===== src/rtl/arvi_dmem_pkg.sv =====
// arvi_dmem_pkg: shared FSM state and request types for the data-memory bridge
`ifndef XLEN
`define XLEN 32
`endif
package arvi_dmem_pkg;
  typedef enum logic [1:0] {IDLE, BUS, DONE} state_t;
  typedef struct packed {
    logic [31:0] addr;
    logic [31:0] wdata;
    logic [3:0]  byte_en;
    logic        wr;
  } req_t;
  typedef struct packed {
    logic [31:0] addr;
    logic [31:0] wdata;
    logic [3:0]  byte_en;
  } wbuf_t;
endpackage


===== src/rtl/arvi_wbuf.sv =====
// arvi_wbuf: synchronous FIFO for posted stores (push/pop ignored when full/empty)
// Ports: i_clk, i_rst_n, push, pop, din -> dout (head entry), full, empty
module arvi_wbuf import arvi_dmem_pkg::*; #(
  parameter int DEPTH = 2
) (
  input  logic  i_clk,
  input  logic  i_rst_n,
  input  logic  push,
  input  logic  pop,
  input  wbuf_t din,
  output wbuf_t dout,
  output logic  full,
  output logic  empty
);
  localparam int AW = $clog2(DEPTH);
  logic [AW:0] wp, rp;
  wbuf_t mem [DEPTH];
  // Extra pointer MSB tells a full FIFO from an empty one after wrap-around
  assign empty = wp == rp;
  assign full = (wp[AW] != rp[AW]) && (wp[AW-1:0] == rp[AW-1:0]);
  assign dout = mem[rp[AW-1:0]];
  always_ff @(posedge i_clk or negedge i_rst_n)
    if (!i_rst_n) begin
      wp <= '0;
      rp <= '0;
    end else begin
      wp <= wp + {{AW{1'b0}}, push & ~full};
      rp <= rp + {{AW{1'b0}}, pop & ~empty};
    end
  always_ff @(posedge i_clk)
    if (push && !full) mem[wp[AW-1:0]] <= din;
endmodule


===== src/rtl/arvi_dmem_bridge.sv =====
// arvi_dmem_bridge: core data-memory port to single-transaction system-bus bridge
// Core side: i_DM_MemRead/i_DM_Wen/i_DM_Addr/i_DM_Wd/i_DM_byte_en in, o_DM_data_ready pulse, o_DM_ReadData.
// Bus side: o_bus_en/o_wr_en/o_addr/o_wr_data/o_byte_en out, i_ack/i_rd_data in.
// ARVI_DMEM_WBUF_EN enables a WBUF_DEPTH-entry posted-write buffer.
`ifndef XLEN
`define XLEN 32
`endif
module arvi_dmem_bridge import arvi_dmem_pkg::*; #(
  parameter int WBUF_DEPTH = 2
) (
  input  logic             i_clk,
  input  logic             i_rst_n,
  input  logic             i_DM_MemRead,
  input  logic             i_DM_Wen,
  input  logic [`XLEN-1:0] i_DM_Addr,
  input  logic [`XLEN-1:0] i_DM_Wd,
  input  logic [3:0]       i_DM_byte_en,
  output logic             o_DM_data_ready,
  output logic [`XLEN-1:0] o_DM_ReadData,
  output logic             o_bus_en,
  output logic             o_wr_en,
  output logic [31:0]      o_addr,
  output logic [31:0]      o_wr_data,
  output logic [3:0]       o_byte_en,
  input  logic             i_ack,
  input  logic [31:0]      i_rd_data
);
  state_t state;
  req_t req, core_req, next_req;
  logic start, start_drain, drain, done_rdy, post_rdy;
  // A store wins when both request lines are high
  assign core_req = '{addr: i_DM_Addr, wdata: i_DM_Wd, byte_en: i_DM_byte_en, wr: i_DM_Wen};
`ifdef ARVI_DMEM_WBUF_EN
  wbuf_t head;
  logic full, empty, push;
  // Stores are posted independently of the bus FSM; post_rdy blocks re-accepting the held request
  assign push = i_DM_Wen & ~full & ~post_rdy;
  assign start_drain = ~empty;
  assign start = start_drain | (i_DM_MemRead & ~i_DM_Wen);
  assign next_req = start_drain ? req_t'{addr: head.addr, wdata: head.wdata, byte_en: head.byte_en, wr: 1'b1} : core_req;
  // Head stays queued while on the bus so a stalled drain still occupies its slot
  arvi_wbuf #(.DEPTH(WBUF_DEPTH)) u_wbuf (
    .i_clk   (i_clk),
    .i_rst_n (i_rst_n),
    .push    (push),
    .pop     (state == BUS && drain && i_ack),
    .din     (wbuf_t'{addr: i_DM_Addr, wdata: i_DM_Wd, byte_en: i_DM_byte_en}),
    .dout    (head),
    .full    (full),
    .empty   (empty)
  );
  always_ff @(posedge i_clk or negedge i_rst_n)
    if (!i_rst_n) post_rdy <= 1'b0;
    else post_rdy <= push;
`else
  // Depth only matters with the write buffer
  logic [31:0] depth_unused;
  assign depth_unused = WBUF_DEPTH;
  assign start_drain = 1'b0;
  assign start = i_DM_MemRead | i_DM_Wen;
  assign next_req = core_req;
  assign post_rdy = 1'b0;
`endif
  assign o_addr = req.addr;
  assign o_wr_en = req.wr;
  assign o_wr_data = req.wdata;
  assign o_byte_en = req.byte_en;
  assign o_DM_data_ready = done_rdy | post_rdy;
  always_ff @(posedge i_clk or negedge i_rst_n)
    if (!i_rst_n) begin
      state <= IDLE;
      req <= '0;
      drain <= 1'b0;
      o_bus_en <= 1'b0;
      done_rdy <= 1'b0;
      o_DM_ReadData <= '0;
    end else begin
      // Drained stores were already acknowledged when posted, so they skip DONE
      done_rdy <= state == BUS && i_ack && !drain;
      case (state)
        IDLE: if (start) begin
          req <= next_req;
          drain <= start_drain;
          o_bus_en <= 1'b1;
          state <= BUS;
        end
        BUS: if (i_ack) begin
          o_bus_en <= 1'b0;
          if (!req.wr) o_DM_ReadData <= i_rd_data;
          state <= drain ? IDLE : DONE;
        end
        default: state <= IDLE;
      endcase
    end
endmodule


===== config.mk =====
export PLATFORM = sky130hd
export DESIGN_NAME = arvi_dmem_bridge
export DESIGN_NICKNAME = d
export VERILOG_FILES = /design/src/rtl/arvi_dmem_pkg.sv /design/src/rtl/arvi_wbuf.sv /design/src/rtl/arvi_dmem_bridge.sv
export SDC_FILE = /design/constraint.sdc
export NUM_CORES = 1
export LEC_CHECK = 0
export ABC_CLOCK_PERIOD_IN_PS = 1700
export CAP_MARGIN = 20
export CORE_MARGIN = 2
export CORE_UTILIZATION = 60
export CTS_BUF_LIST = sky130_fd_sc_hd__clkbuf_2
export DETAILED_ROUTE_END_ITERATION = 6
export DONT_BUFFER_PORTS = 1
export PLACE_DENSITY = 0.83
export SYNTH_ARGS = -nofsm -noshare
export SYNTH_HDL_FRONTEND = slang
export SYNTH_HIERARCHICAL = 1
export SYNTH_SLANG_ARGS = --single-unit

===== constraint.sdc =====
create_clock -name i_clk -period 1.7 [get_ports i_clk]
set_input_delay 0.34 -clock i_clk [delete_from_list [all_inputs] [get_ports i_clk]]
set_output_delay 0.34 -clock i_clk [all_outputs]
set_load 0.1 [all_outputs]

==> impl_metrics.yaml, run 1 <==
clock_network:
  clock_path_buffers: 2
  cts-root-buf: "clkbuf_2"
  cts_buffers: 9
  cts.repair.resized: 1
  post_cts_buffers: 0
  hold_buffers: 101
  cts.sinks: 105
  htreeDepth: 3
floorplanning:
  chipHeight_um: 86.7
  num_io_pins: 208
  die_w_um: 86.7
  initial_core_util: 0.611
  rows: 30
yosys:
  synthMuxAreaShare: 0.310
  yosysTopAreaCell: "dfrtp_1"
  synthFlopType: "dfrtp_1"
  synth_seq_cells: 105
  synth_cells: 229
  synth_fa_ha_area_frac: 0
  avgSynthCellArea_um2: 17.9
  synth-warning-count: 6
  yosys.area.top_type_share: 0.640
  synth_top_family_by_area: "multiplexers"
  ys_seq_area_frac: 0.640
  synthSimpleGateAreaFrac: 0.0134
  synth-edff-count: 0
  syn_area_um2: 4110
  async_flop_share: 1.00
  synth-xor-area-share: 0
  ys_types: 18
  synth_fp_nets: 334
  synth-compound-area-share: 0.00731
  synth_area_leaders: "dfrtp_1 64%, mux2_2 17%, mux2_4 14%"
status:
  stop_stage: "clock tree synthesis (4_1_cts)"
  tool.error: "[ERROR RSZ-0060] Max buffer count reached."
  status: "did not finish"
placed_design:
  dp_cells: 403
  place_area_um2: 4910
  gp_congestion: 0.755
  port-buffer-count: 0
  hpwl_um: 6240
## cell families after synthesis
group | after synthesis
buffers and inverters | 12
DFF | 105
and+or+nand+nor | 8
AOI/OAI and AO/OA | 4
muxes | 100
## through the flow
| step | worst slack (ns) | hold slack, ns |
|---|---|---|
| detailed placement | 0.132 | 0.0464 |
| global placement | 0.192 | 0.0464 |
| floorplan | 0.235 | 0.0444 |
## Yosys cell counts (2+ instances only)
cell,n
buf_12,3
dfrtp_1,105
mux2_2,61
buf_2,5
mux2_4,39
and3b_1,2
buf_6,3
==> run 2: changes to the inputs <==
--- a/config.mk
+++ b/config.mk
@@ -8,11 +8,10 @@
 export ABC_CLOCK_PERIOD_IN_PS = 1700
 export CAP_MARGIN = 20
 export CORE_MARGIN = 2
-export CORE_UTILIZATION = 60
-export CTS_BUF_LIST = sky130_fd_sc_hd__clkbuf_2
+export CORE_UTILIZATION = 40
 export DETAILED_ROUTE_END_ITERATION = 6
 export DONT_BUFFER_PORTS = 1
-export PLACE_DENSITY = 0.83
+export PLACE_DENSITY_LB_ADDON = 0.15
 export SYNTH_ARGS = -nofsm -noshare
 export SYNTH_HDL_FRONTEND = slang
 export SYNTH_HIERARCHICAL = 1
==> run 2 against run 1 <==
The flow now finishes, with violations (negative hold slack). Synthesized cell count did not move. Synthesized area did not move.
==> impl_metrics.yaml, run 2 <==
timing:
  final.setup.worst_slack_ns: 0.0558
  slew_headroom: 0.397
  max_freq_mhz: 608
  worst_clock_skew_ns: 0.00924
  hold_viol: 105
  worst_pin_slew_ns: 0.904
  post-route-period-util: 0.967
  setup_viol: 0
  setup_tns_ns: 0
  rsz0062_at_grt: "false"
  whs_ns: -0.337
  slew_viol_final: 0
  fin_crit_ns: 1.64
global_routing:
  met3_usage: 0.0748
  first_global_vias: 2365
  grt_use_met1: 0.163
  grt_pass1_wl_um: 12800
  grt_max_degree: 106
  grt-busiest-layer: "met2"
  grt_overflow: 0
  grt_use_total: 0.149
  antenna_found_initial: 1
  met2_usage: 0.250
yosys:
  synth_common_cells: "105 x dfrtp_1, 61 x mux2_2, 39 x mux2_4"
  synth_most_common_cell: "dfrtp_1"
  synth_area_leaders: "dfrtp_1 64%, mux2_2 17%, mux2_4 14%"
  yosysTopAreaCell: "dfrtp_1"
  avgSynthCellArea_um2: 17.9
  syn_area_um2: 4110
  ys_seq_area_frac: 0.640
  yosys.area.top_type_share: 0.640
  synth-warning-count: 6
  synth_seq_cells: 105
  synth_cells: 229
  async_flop_share: 1.00
  synth_fp_nets: 334
  synth-edff-count: 0
  synthFlopType: "dfrtp_1"
  ys_types: 18
floorplanning:
  die_w_um: 105
  core-area_um2: 9860
  rows: 36
  dieArea_um2: 11100
  initial_core_util: 0.416
  chipHeight_um: 105
  num_io_pins: 208
placed_design:
  gp_congestion: 0.695
  hpwl_um: 6000
  port-buffer-count: 0
  place_ws_ns: 0.146
critical_path:
  crit_path_max_fanout: 2
  startpoint_type: "register"
  crit_path_end_kind: "output pin"
  crit_arrival_ns: 1.30
  critPathKind: "reg -> out"
  critical_path_required_ns: 1.36
clock_network:
  clk_latency_ns: 0.36
  htreeDepth: 3
  cts-root-buf: "clkbuf_8"
  cts_buffers: 9
  path_clk_slew_ns: 0.10
  clock_path_buffers: 2
  cts_tree: "yes"
  cts.sinks: 105
status:
  status: "finished with violations"
  violations: "negative hold slack"
routing:
  wirelength_um: 8300
  vias: 2250
  drt_iter0_drc: 66
  detail-route-antenna-nets: 0
  drt-wirelength-per-cell_um: 17.7
  viasPerCell: 4.79
  drc: 0
  firstDrtPassIters: 4
final_layout:
  diodes: 0
  mostFrequentLayoutCells: "102 x dfrtp_1, 101 x buf_4, 61 x mux2_2, 39 x mux2_4, 10 x clkbuf_8"
  multi_input_area_um2: 1370
  drive_gt1_frac: 0.665
  seqCellArea_um2: 2630
  final_common_cell: "dfrtp_1"
  fillers: 859
  area_delta_synth_final_pct: 26.0
  fin_nets: 437
worst_hold_path:
  min_path_type: "in -> async"
flow_run:
  max_cap_violations: 0
==> run 2: cell families (layout without fill, tap and decap cells) <==
logic type	count (synthesis)	after routing	share of synthesized area
compound gates	4	4	0.00731
simple gates	8	8	0.0134
mux	100	100	0.310
buf+inv	12	120	0.0298
flops	105	105	0.640
==> run 2: per-layer routing <==
layer	wire (um)	share of wire	vias up
met5	12	0.0014	-
met4	127	0.015	2
met3	1010	0.12	13
met2	4060	0.49	127
met1	3090	0.37	1103
li1	-	-	1005
==> run 2: area by class of cell <==
cell class                 instances  area share
sequential                       105       0.508
clock inverter                     6      0.0140
timing repair buffer             103       0.154
tap                              133      0.0322
multi-input combinational        112       0.264
clock buffer                      10      0.0266
inverter                           1    0.000725
==> run 2: timing repair <==
action / 4_1_cts / 5_1_grt
setup endpoints to repair: 0 / 2
setup buffers: 0 / 0
hold endpoints to repair: 105 / 105
resized for setup: 0 / 2
==> run 2: per-stage QoR <==
step	util	cell area [um2]	cells
final	0.525	5170	470
after global routing	0.525	5170	470
after CTS	0.524	5170	470
after detailed placement	0.503	4960	454
after global placement	0.503	4960	454
after floorplan	-	4110	229
==> run 2: worst paths after layout <==
kind / cells after the start / slack [ns] / start / endpoint
worst max-delay path: 0 / 0.06 / o_addr[28]$_DFFE_PN0P_ / o_addr[28]
max in group asynchronous: 0 / 1.83 / i_rst_n / o_byte_en[0]$_DFFE_PN0P_
worst min register to register: 1 / 0.49 / state[1]$_DFFE_PN0P_ / state[0]$_DFFE_PN0P_
worst max register to register: 4 / 0.15 / state[1]$_DFFE_PN0P_ / o_DM_ReadData[12]$_DFFE_PN0P_
min in group i_clk: 1 / 0.07 / i_ack / state[0]$_DFFE_PN0P_
worst min-delay path: 0 / -0.34 / i_rst_n / o_DM_ReadData[14]$_DFFE_PN0P_
Power of run 2 is not shown: default switching activity piles up to over one toggle a cycle in this logic, so the estimate is an artifact.
